--- src/rtl/nabp_pkg.sv ---
`default_nettype none
// +----------------------------------------------------------------------------+
// | nabp_pkg                                                                   |
// | Shared encodings and default angle constants for the NABP angle sequencer. |
// | Revision: 1.0                                                              |
// +----------------------------------------------------------------------------+
package nabp_pkg;

    localparam int unsigned c_angle_length_def = 9;
    localparam int unsigned c_angle_step_def   = 1;
    localparam int unsigned c_angle_45_def     = 45;
    localparam int unsigned c_angle_90_def     = 90;
    localparam int unsigned c_angle_135_def    = 135;
    localparam int unsigned c_angle_180_def    = 180;

    typedef enum logic [1:0] {
        SECTOR_A = 2'd0,
        SECTOR_B = 2'd1,
        SECTOR_C = 2'd2,
        SECTOR_D = 2'd3
    } sector_e;

    typedef enum logic {
        SCAN_X = 1'b0,
        SCAN_Y = 1'b1
    } scan_mode_e;

    typedef enum logic {
        SCAN_FWD = 1'b0,
        SCAN_BWD = 1'b1
    } scan_dir_e;

    typedef enum logic {
        BUFF_TAN = 1'b0,
        BUFF_COT = 1'b1
    } buff_mode_e;

    typedef enum logic {
        BUFF_ASC  = 1'b0,
        BUFF_DESC = 1'b1
    } buff_dir_e;

    typedef enum logic [1:0] {
        ST_IDLE  = 2'd0,
        ST_SETUP = 2'd1,
        ST_ISSUE = 2'd2,
        ST_WAIT  = 2'd3
    } seq_state_e;

endpackage
`default_nettype wire

--- src/rtl/nabp_angle_sequencer_if.sv ---
`default_nettype none
// +----------------------------------------------------------------------------+
// | nabp_angle_sequencer_if                                                    |
// | Angle/mode issue bundle and per-angle completion between sequencer/swaths. |
// | Revision: 1.0                                                              |
// +----------------------------------------------------------------------------+
interface nabp_angle_sequencer_if
    import nabp_pkg::*;
#(
    parameter int unsigned ANGLE_LENGTH = c_angle_length_def
);
    logic                    issue_valid;
    logic                    issue_ready;
    logic [ANGLE_LENGTH-1:0] angle;
    logic [1:0]              sector;
    logic                    scan_mode;
    logic                    scan_direction;
    logic                    buff_step_mode;
    logic                    buff_step_direction;
    logic                    sector_change;
    logic                    proj_done;

    modport master (
        output issue_valid, angle, sector, scan_mode, scan_direction,
               buff_step_mode, buff_step_direction, sector_change,
        input  issue_ready, proj_done
    );

    modport slave (
        input  issue_valid, angle, sector, scan_mode, scan_direction,
               buff_step_mode, buff_step_direction, sector_change,
        output issue_ready, proj_done
    );
endinterface
`default_nettype wire

--- src/rtl/nabp_mode_decode.sv ---
`default_nettype none
// +----------------------------------------------------------------------------+
// | nabp_mode_decode                                                           |
// | Combinational angle -> sector and scan/buffer mode decode.                 |
// | Revision: 1.0                                                              |
// +----------------------------------------------------------------------------+
module nabp_mode_decode
    import nabp_pkg::*;
#(
    parameter int unsigned ANGLE_LENGTH = c_angle_length_def,
    parameter int unsigned ANGLE_45     = c_angle_45_def,
    parameter int unsigned ANGLE_90     = c_angle_90_def,
    parameter int unsigned ANGLE_135    = c_angle_135_def
) (
    input  wire [ANGLE_LENGTH-1:0] angle_i,
    output logic [1:0]             sector_o,
    output logic                   scan_mode_o,
    output logic                   scan_direction_o,
    output logic                   buff_step_mode_o,
    output logic                   buff_step_direction_o
);

    localparam logic [ANGLE_LENGTH:0] c_angle_45  = ANGLE_45[ANGLE_LENGTH:0];
    localparam logic [ANGLE_LENGTH:0] c_angle_90  = ANGLE_90[ANGLE_LENGTH:0];
    localparam logic [ANGLE_LENGTH:0] c_angle_135 = ANGLE_135[ANGLE_LENGTH:0];

    logic [ANGLE_LENGTH:0] w_angle_ext;
    sector_e               w_sector;

    assign w_angle_ext = {1'b0, angle_i};

    always_comb begin
        w_sector = SECTOR_D;
        if (w_angle_ext < c_angle_45) begin
            w_sector = SECTOR_A;
        end else if (w_angle_ext < c_angle_90) begin
            w_sector = SECTOR_B;
        end else if (w_angle_ext < c_angle_135) begin
            w_sector = SECTOR_C;
        end
    end

    always_comb begin
        scan_mode_o           = SCAN_X;
        scan_direction_o      = SCAN_FWD;
        buff_step_mode_o      = BUFF_TAN;
        buff_step_direction_o = BUFF_ASC;
        case (w_sector)
            SECTOR_A: begin
            end
            SECTOR_B: begin
                scan_mode_o           = SCAN_Y;
                buff_step_mode_o      = BUFF_COT;
                buff_step_direction_o = BUFF_DESC;
            end
            SECTOR_C: begin
                scan_mode_o           = SCAN_Y;
                scan_direction_o      = SCAN_BWD;
                buff_step_mode_o      = BUFF_COT;
                buff_step_direction_o = BUFF_DESC;
            end
            default: begin
                scan_direction_o      = SCAN_BWD;
                buff_step_direction_o = BUFF_DESC;
            end
        endcase
    end

    assign sector_o = w_sector;

endmodule
`default_nettype wire

--- src/rtl/nabp_angle_sequencer.sv ---
`default_nettype none
// +----------------------------------------------------------------------------+
// | nabp_angle_sequencer                                                       |
// | Steps the projection angle through the sweep and issues per-angle modes.   |
// | Revision: 1.0                                                              |
// +----------------------------------------------------------------------------+
module nabp_angle_sequencer
    import nabp_pkg::*;
#(
    parameter int unsigned ANGLE_LENGTH = c_angle_length_def,
    parameter int unsigned ANGLE_STEP   = c_angle_step_def,
    parameter int unsigned ANGLE_45     = c_angle_45_def,
    parameter int unsigned ANGLE_90     = c_angle_90_def,
    parameter int unsigned ANGLE_135    = c_angle_135_def,
    parameter int unsigned ANGLE_180    = c_angle_180_def
) (
    input  wire                    clk,
    input  wire                    reset,
    input  wire                    start_i,
    input  wire                    abort_i,
    output logic                   busy_o,
    output logic                   sweep_done_o,
    output logic                   aborted_o,
    nabp_angle_sequencer_if.master iss
);

    localparam logic [ANGLE_LENGTH:0] c_angle_step = ANGLE_STEP[ANGLE_LENGTH:0];
    localparam logic [ANGLE_LENGTH:0] c_angle_180  = ANGLE_180[ANGLE_LENGTH:0];

    seq_state_e              state_q, state_d;
    logic [ANGLE_LENGTH-1:0] angle_q, angle_d;
    logic [1:0]              sector_q, sector_d;
    logic [1:0]              prev_sector_q, prev_sector_d;
    logic                    scan_mode_q, scan_mode_d;
    logic                    scan_dir_q, scan_dir_d;
    logic                    buff_mode_q, buff_mode_d;
    logic                    buff_dir_q, buff_dir_d;
    logic                    sector_change_q, sector_change_d;
    logic                    first_q, first_d;
    logic                    busy_q, busy_d;
    logic                    sweep_done_q, sweep_done_d;
    logic                    aborted_q, aborted_d;

    logic [1:0]              w_dec_sector;
    logic                    w_dec_scan_mode;
    logic                    w_dec_scan_dir;
    logic                    w_dec_buff_mode;
    logic                    w_dec_buff_dir;
    logic [ANGLE_LENGTH:0]   w_next_angle;

    nabp_mode_decode #(
        .ANGLE_LENGTH (ANGLE_LENGTH),
        .ANGLE_45     (ANGLE_45),
        .ANGLE_90     (ANGLE_90),
        .ANGLE_135    (ANGLE_135)
    ) u_mode_decode (
        .angle_i               (angle_q),
        .sector_o              (w_dec_sector),
        .scan_mode_o           (w_dec_scan_mode),
        .scan_direction_o      (w_dec_scan_dir),
        .buff_step_mode_o      (w_dec_buff_mode),
        .buff_step_direction_o (w_dec_buff_dir)
    );

    // One extra bit so the end-of-sweep compare never sees a wrapped angle.
    assign w_next_angle = {1'b0, angle_q} + c_angle_step;

    always_comb begin
        state_d         = state_q;
        angle_d         = angle_q;
        sector_d        = sector_q;
        prev_sector_d   = prev_sector_q;
        scan_mode_d     = scan_mode_q;
        scan_dir_d      = scan_dir_q;
        buff_mode_d     = buff_mode_q;
        buff_dir_d      = buff_dir_q;
        sector_change_d = sector_change_q;
        first_d         = first_q;
        busy_d          = busy_q;
        sweep_done_d    = 1'b0;
        aborted_d       = 1'b0;

        if (state_q == ST_IDLE) begin
            if (start_i) begin
                angle_d = '0;
                first_d = 1'b1;
                busy_d  = 1'b1;
                state_d = ST_SETUP;
            end
        end else if (abort_i) begin
            // Abort outranks a same-cycle handshake or completion.
            state_d   = ST_IDLE;
            busy_d    = 1'b0;
            aborted_d = 1'b1;
        end else begin
            case (state_q)
                ST_SETUP: begin
                    sector_d        = w_dec_sector;
                    scan_mode_d     = w_dec_scan_mode;
                    scan_dir_d      = w_dec_scan_dir;
                    buff_mode_d     = w_dec_buff_mode;
                    buff_dir_d      = w_dec_buff_dir;
                    sector_change_d = first_q || (w_dec_sector != prev_sector_q);
                    state_d         = ST_ISSUE;
                end
                ST_ISSUE: begin
                    if (iss.issue_ready) begin
                        prev_sector_d = sector_q;
                        first_d       = 1'b0;
                        state_d       = ST_WAIT;
                    end
                end
                ST_WAIT: begin
                    if (iss.proj_done) begin
                        if (w_next_angle >= c_angle_180) begin
                            sweep_done_d = 1'b1;
                            busy_d       = 1'b0;
                            state_d      = ST_IDLE;
                        end else begin
                            angle_d = w_next_angle[ANGLE_LENGTH-1:0];
                            state_d = ST_SETUP;
                        end
                    end
                end
                default: begin
                    state_d = ST_IDLE;
                end
            endcase
        end
    end

    always_ff @(posedge clk) begin
        if (reset) begin
            state_q         <= ST_IDLE;
            angle_q         <= '0;
            sector_q        <= SECTOR_A;
            prev_sector_q   <= SECTOR_A;
            scan_mode_q     <= SCAN_X;
            scan_dir_q      <= SCAN_FWD;
            buff_mode_q     <= BUFF_TAN;
            buff_dir_q      <= BUFF_ASC;
            sector_change_q <= 1'b0;
            first_q         <= 1'b0;
            busy_q          <= 1'b0;
            sweep_done_q    <= 1'b0;
            aborted_q       <= 1'b0;
        end else begin
            state_q         <= state_d;
            angle_q         <= angle_d;
            sector_q        <= sector_d;
            prev_sector_q   <= prev_sector_d;
            scan_mode_q     <= scan_mode_d;
            scan_dir_q      <= scan_dir_d;
            buff_mode_q     <= buff_mode_d;
            buff_dir_q      <= buff_dir_d;
            sector_change_q <= sector_change_d;
            first_q         <= first_d;
            busy_q          <= busy_d;
            sweep_done_q    <= sweep_done_d;
            aborted_q       <= aborted_d;
        end
    end

    assign iss.issue_valid         = (state_q == ST_ISSUE);
    assign iss.angle               = angle_q;
    assign iss.sector              = sector_q;
    assign iss.scan_mode           = scan_mode_q;
    assign iss.scan_direction      = scan_dir_q;
    assign iss.buff_step_mode      = buff_mode_q;
    assign iss.buff_step_direction = buff_dir_q;
    assign iss.sector_change       = sector_change_q && (state_q == ST_ISSUE);

    assign busy_o       = busy_q;
    assign sweep_done_o = sweep_done_q;
    assign aborted_o    = aborted_q;

endmodule
`default_nettype wire

--- src/flat_wrapper.sv ---
// flat-port wrapper written by rule: the top's interface ports become plain ports
module nabp_angle_sequencer_flat import nabp_pkg::*;
#(
    parameter int unsigned ANGLE_LENGTH = c_angle_length_def,
    parameter int unsigned ANGLE_STEP   = c_angle_step_def,
    parameter int unsigned ANGLE_45     = c_angle_45_def,
    parameter int unsigned ANGLE_90     = c_angle_90_def,
    parameter int unsigned ANGLE_135    = c_angle_135_def,
    parameter int unsigned ANGLE_180    = c_angle_180_def
)
  (clk, reset, start_i, abort_i, busy_o, sweep_done_o, aborted_o, iss_issue_valid, iss_angle, iss_sector, iss_scan_mode, iss_scan_direction, iss_buff_step_mode, iss_buff_step_direction, iss_sector_change, iss_issue_ready, iss_proj_done);
  nabp_angle_sequencer_if #(.ANGLE_LENGTH(ANGLE_LENGTH)) iss_i ();
  input  wire clk;
  input  wire reset;
  input  wire start_i;
  input  wire abort_i;
  output logic busy_o;
  output logic sweep_done_o;
  output logic aborted_o;
  output wire logic [$bits(iss_i.issue_valid)-1:0] iss_issue_valid;
  output wire logic [$bits(iss_i.angle)-1:0] iss_angle;
  output wire logic [$bits(iss_i.sector)-1:0] iss_sector;
  output wire logic [$bits(iss_i.scan_mode)-1:0] iss_scan_mode;
  output wire logic [$bits(iss_i.scan_direction)-1:0] iss_scan_direction;
  output wire logic [$bits(iss_i.buff_step_mode)-1:0] iss_buff_step_mode;
  output wire logic [$bits(iss_i.buff_step_direction)-1:0] iss_buff_step_direction;
  output wire logic [$bits(iss_i.sector_change)-1:0] iss_sector_change;
  input wire logic [$bits(iss_i.issue_ready)-1:0] iss_issue_ready;
  input wire logic [$bits(iss_i.proj_done)-1:0] iss_proj_done;
  assign iss_issue_valid = iss_i.issue_valid;
  assign iss_angle = iss_i.angle;
  assign iss_sector = iss_i.sector;
  assign iss_scan_mode = iss_i.scan_mode;
  assign iss_scan_direction = iss_i.scan_direction;
  assign iss_buff_step_mode = iss_i.buff_step_mode;
  assign iss_buff_step_direction = iss_i.buff_step_direction;
  assign iss_sector_change = iss_i.sector_change;
  assign iss_i.issue_ready = iss_issue_ready;
  assign iss_i.proj_done = iss_proj_done;
  nabp_angle_sequencer #(.ANGLE_LENGTH(ANGLE_LENGTH), .ANGLE_STEP(ANGLE_STEP), .ANGLE_45(ANGLE_45), .ANGLE_90(ANGLE_90), .ANGLE_135(ANGLE_135), .ANGLE_180(ANGLE_180)) u_core (.clk(clk), .reset(reset), .start_i(start_i), .abort_i(abort_i), .busy_o(busy_o), .sweep_done_o(sweep_done_o), .aborted_o(aborted_o), .iss(iss_i));
endmodule
--- config.mk ---
export PLATFORM = sky130hd
export DESIGN_NAME = nabp_angle_sequencer_flat
export DESIGN_NICKNAME = d
export VERILOG_FILES = /design/src/rtl/nabp_pkg.sv /design/src/rtl/nabp_angle_sequencer_if.sv /design/src/rtl/nabp_mode_decode.sv /design/src/rtl/nabp_angle_sequencer.sv /design/src/flat_wrapper.sv
export SDC_FILE = /design/constraint.sdc
export NUM_CORES = 1
export LEC_CHECK = 0
export CORE_MARGIN = 3
export CORE_UTILIZATION = 50
export DETAILED_ROUTE_END_ITERATION = 10
export DONT_BUFFER_PORTS = 1
export SYNTH_ARGS = -nofsm -noshare
export SYNTH_HDL_FRONTEND = slang
export SYNTH_SLANG_ARGS = --single-unit
--- constraint.sdc ---
create_clock -name clk -period 5.3 [get_ports clk]
set_clock_uncertainty 0.05 [all_clocks]
set_input_delay 0.53 -clock clk [delete_from_list [all_inputs] [get_ports clk]]
set_output_delay 0.53 -clock clk [all_outputs]
set_load 0.05 [all_outputs]
==> reports/qor.yml, run 1 <==
synthesis:
  synth-xor-area-share_pct: 1.97
  synth_top_family_by_area: "simple AND/OR/NAND/NOR gates"
  ys_async_sr_fraction_pct: 0
  synth_area_leader_cell: "dfxtp_1"
  synth-compound-area-share_pct: 20.5
  yosys.area_share.simple_pct: 26.5
  synth.avg_cell_area_sq_um: 8.15
  syn_inst: 164
  synth.area.top_cells: "dfxtp_1, ha_1, nor2_1"
  ys_ff_latch: 22
  synth_warnings: 0
  syn-num-nets: 178
  synth_area_sq_mm: 0.00134
  synth_edf_count: 0
  yosys-mux-area-fraction_pct: 3.18
  yosysUniqueCellTypes: 50
  yosys.area_share.adder_pct: 7.49
  ys_seq_area_share_pct: 33.0
  synthDominantCellAreaShare_pct: 33.0
  ys.flop_type: "dfxtp_1"
power:
  vdd_drop_max_uv: 212
  power_leakage_nw: 0.465
  p_per_area_mw_per_mm2: 247
clocking:
  post-cts-setup-buffers: 0
  holdBufCountCts: 0
  cts_tree: "yes"
  cts_inserted_buffers: 3
  clockBufferDepth: 2
  clk_pin_slew_ps: 120
  htree_levels: 1
  post_cts_resize_count: 0
  numClockSinks: 22
  clk_root_buffer_cell: "clkbuf_4"
  insertion_delay_ps: 300
global_route:
  grt_pass1_wl_um: 4950
  antenna_found_initial: 0
  track_usage_pct: 18.9
  grt-ovfl-total: 0
  grt_pass1_vias: 1063
  grt_max_degree: 20
worst_setup_path:
  cp_num_buf_inv: 0
  ff2ff_path_depth: 7
  cp_top_family: "simple AND/OR/NAND/NOR gates"
  cp_max_fo: 12
  rrSetupSlack_ps: 2090
  r2r_end: "u_core.iss.angle[0]"
  cp.arrival_ps: 3370
  cp.required_ps: 5460
  r2r_start: "u_core.iss.angle[1]"
  critPathLaunchType: "flop"
  cp_cell_sequence: "ha_1, nand3_1, nor4b_1, nor3_2, a31oi_1, nor2_1, mux2_2"
  path_class: "flop to flop"
  crit_path_top_delay_cell: "dfxtp_1"
  worst_setup_path_end_kind: "flop"
  cpPeakStageDelay_ps: 800
layout:
  diodes: 0
  n_fill_cell: 246
  fin_cells: 186
  area_growth_syn_to_layout_pct: 0.375
  ff_latch_area_sq_um: 440
  drive_above_1_share_pct: 6.41
  final_cell_mix: "nor2_1, dfxtp_1, nand2_1"
  fin_nets: 171
  multiInputGateArea_sq_um: 797
die:
  rows: 18
  die_h_um: 57.7
  die_w_um: 57.7
  dieArea_sq_mm: 0.00333
  start_util_pct: 53.5
  core_area_sq_mm: 0.00250
  ios: 26
min_path:
  hold_start: "reset"
  hold_path.class: "primary input to flop"
  min_to: "u_core.first_q"
  hold_path_depth: 1
timing:
  final_hold_viol_count: 0
  fmax_ghz: 0.311
  rsz0062_at_grt: "no"
  post-route-min-period_ps: 3210
  drv_slew: 0
  worst_pin_slew_ps: 1020
  slew_headroom_pct: 31.7
  finalSetupTns_ps: 0
  min_period_over_period_pct: 60.6
  setup_violations: 0
place:
  dpl.cell_count: 182
  port_buffers: 0
  hpwl_um: 2270
  finalWeightedCongestion: 0.831
detailed_routing:
  dr.pass1.iters: 4
  drtIter0Drc: 35
  routed_wl_um: 2950
  via_count: 1136
  via_per_inst: 6.11
  wl_per_cell_um: 15.8
  ant_nets: 0
  route.detailed.drc: 0
status:
  status: "completed"
job:
  cap_violations: 0
-- layer usage --
metal / up-vias / wire [um] / GRT usage (%)
li1: 577 / - / -
met1: 518 / 1400 / 25.2
met2: 39 / 1250 / 28.1
met3: 2 / 278 / 8.02
met4: 0 / 19 / 5.30
met5: - / 0 / 0
-- logic make-up after synthesis --
group | after synthesis
and+or+nand+nor | 71
AOI/OAI and AO/OA | 36
DFF | 22
buffers and inverters | 20
adders and majority gates | 8
muxes | 4
xor gates and xnor gates | 3
-- power by group --
| group | internal [W] | switching, W | leakage [nW] |
|---|---|---|---|
| Combinational | 0.0000164 | 0.0000310 | 0.266 |
| Clock | 0.0000419 | 0.0000491 | 0.0210 |
| Sequential | 0.000172 | 0.0000204 | 0.178 |
-- cells in the mapped netlist, drive strengths merged, types with 3 or more instances --
master,count
a21oi,6
a211oi,3
dfxtp,22
o21ai,5
or4,3
inv,8
nor2,22
buf,9
o211ai,4
nor4,4
clkbuf,3
nand3,7
nor3,5
xnor2,3
ha,8
nand2,18
-- cell type report --
class	count	share of cell area (%)
multi-input cells	122	59.4
well taps	30	2.80
clock buffers	4	2.71
flip-flops and latches	22	32.8
inverters	8	2.24
-- per-stage QoR --
stage / hold WS [ps] / utilization, % / setup WS, ps / power, W / cell area (sq um)
6_report: 230 / 53.7 / 2090 / 0.000331 / 1340
3_3_place_gp: 400 / 52.2 / 2230 / 0.000243 / 1310
5_1_grt: 207 / 53.7 / 1930 / 0.000350 / 1340
2_1_floorplan: 387 / - / 2790 / 0.000235 / 1340
4_1_cts: 222 / 53.7 / 2110 / 0.000334 / 1340
3_5_place_dp: 405 / 52.2 / 2120 / 0.000244 / 1310
-- how the worst max path moves through the flow --
stage,startpoint,end,slack [ps],cells after the start
2_1_floorplan,u_core.iss.angle[1],u_core.iss.angle[0],2790,9
3_3_place_gp,u_core.iss.angle[1],u_core.iss.angle[0],2230,7
3_5_place_dp,u_core.iss.angle[1],u_core.iss.angle[0],2120,7
4_1_cts,u_core.iss.angle[1],u_core.iss.angle[0],2110,7
5_1_grt,u_core.iss.angle[1],u_core.iss.angle[0],1930,7
6_report,u_core.iss.angle[1],u_core.iss.angle[0],2090,7
-- worst register-to-register path, cell delays in order, from the launching register on --
cell and delay (ps):
dfxtp_1 800, ha_1 480, nand3_1 170, nor4b_1 370, nor3_2 100, a31oi_1 670, nor2_1 180, mux2_2 300
-- registers in the layout, indices dropped and copies added (netlist names) --
register and flops:
u_core.iss.angle 9, u_core.iss.buff_step_direction 1, u_core.sector_change_q 1, u_core.sweep_done_o 1
u_core.state_q 2, u_core.iss.sector 1, u_core.busy_o 1, u_core.aborted_o 1
u_core.prev_sector_q 2, u_core.iss.scan_mode 1, u_core.first_q 1, u_core.iss.scan_direction 1
Note: power is estimated with default switching activity, not from simulation.
==> run 2, diff against run 1 <==
- PLACE_DENSITY: default -> 0.68
- clock period: 5.3 -> 2.9 ns (I/O delays scaled with it)
==> reports/qor.yml, run 2 (same netlist as run 1, synthesis figures left out) <==
place:
  port_buffers: 0
  placed_cell_area_sq_mm: 0.00137
  hpwl_um: 2290
  finalWeightedCongestion: 0.957
detailed_routing:
  via_count: 1255
  wl_per_cell_um: 16.8
  route.detailed.drc: 0
  ant_nets: 0
  drtIter0Drc: 87
  routed_wl_um: 3280
  dr.pass1.iters: 4
  via_per_inst: 6.40
die:
  core_area_sq_mm: 0.00250
  ios: 26
  die_h_um: 57.7
  rows: 18
  dieArea_sq_mm: 0.00333
  start_util_pct: 53.5
  die_w_um: 57.7
clocking:
  cts_tree: "yes"
  cts_inserted_buffers: 3
  post_cts_resize_count: 0
  insertion_delay_ps: 310
  clockBufferDepth: 2
  clk_pin_slew_ps: 130
  numClockSinks: 22
  clk_root_buffer_cell: "clkbuf_4"
  htree_levels: 1
worst_setup_path:
  worst_setup_path_end_kind: "flop"
  cp_max_fo: 9
  critPathLaunchType: "flop"
  path_class: "flop to flop"
  cp.arrival_ps: 2790
  cp.required_ps: 3110
  ff2ff_path_depth: 7
layout:
  fin_area_sq_mm: 0.00144
  diodes: 0
  fin_nets: 181
  n_fill_cell: 238
  post-route-util_pct: 57.4
  area_growth_syn_to_layout_pct: 7.40
  drive_above_1_share_pct: 11.4
  final_cell_mix: "nor2_1, dfxtp_1, nand2_1"
  largest_reg_flops: 9
global_route:
  grt-ovfl-total: 0
  grt_max_degree: 14
  grt_pass1_vias: 1155
  track_usage_pct: 20.6
  antenna_found_initial: 0
  grt_pass1_wl_um: 5410
timing:
  rsz0062_at_grt: "no"
  min_period_over_period_pct: 88.9
  final_hold_viol_count: 0
  slew_headroom_pct: 36.0
  setup_violations: 0
  finalSetupTns_ps: 0
  worst_pin_slew_ps: 958
  post-route-min-period_ps: 2580
  whs_ps: 48.6
  drv_slew: 0
  fmax_ghz: 0.388
power:
  vdd_drop_max_uv: 350
  p_per_area_mw_per_mm2: 476
  power_leakage_nw: 0.526
min_path:
  hold_path.class: "primary input to flop"
  hold_path_depth: 1
job:
  cap_violations: 0
status:
  status: "completed"
[run 2: cell types whose count changed in the layout (fill, tap and decap cells not counted), sizes merged]
cell and change:
buf +9, bufinv +1, clkbuf -1, dlygate4sd3 +1
[run 2: critical path: stages (launching register included)]
cell and delay (ps):
dfxtp_1 460, inv_1 140, ha_1 340, nor2_1 360
nand2_1 170, or3_1 430, or4_1 460, nand3_1 110
[run 2: timing repair]
item / CTS / global route
setup buffers: 0 / 0
hold endpoints to repair: 12 / 0
hold buffers: 1 / 0
[run 2: path summary, 6_finish.rpt]
path,start,end,slack [ps]
setup reg to reg,u_core.state_q[0],u_core.iss.angle[4],320
hold reg to reg,u_core.first_q,u_core.first_q,420
hold / removal,iss_proj_done,u_core.busy_o,50
setup / recovery,u_core.state_q[0],u_core.iss.angle[4],320
[run 2: cell type report]
type | count | area, sq um | share of cell area (%)
inverters | 8 | 30.0 | 2.09
multi-input cells | 122 | 797 | 55.5
well taps | 30 | 37.5 | 2.62
repair buffers | 10 | 77.6 | 5.41
flip-flops and latches | 22 | 440 | 30.7
clock buffers | 3 | 22.5 | 1.57
clock inverters | 1 | 30.0 | 2.09
[run 2: routing by layer]
metal	vias up	track usage, %	part of all wire, %
li1	596	-	-
met1	600	26.6	44
met2	51	32.6	47
met3	8	6.46	7.9
met4	0	7.28	1.2
met5	-	0	0
[run 2: power breakdown]
part           total [W]  internal, W  switching (W)
Clock           0.000236     0.000140      0.0000960
Sequential      0.000340     0.000315      0.0000255
Combinational   0.000108    0.0000333      0.0000748
Total           0.000684     0.000487       0.000196
[run 2: metrics by stage]
stage,worst slack [ps],total power [W],cells
after floorplan,394,0.000429,164
after global placement,445,0.000446,191
after global routing,138,0.000711,196
after CTS,378,0.000685,196
after detailed placement,426,0.000450,191
final,322,0.000684,196
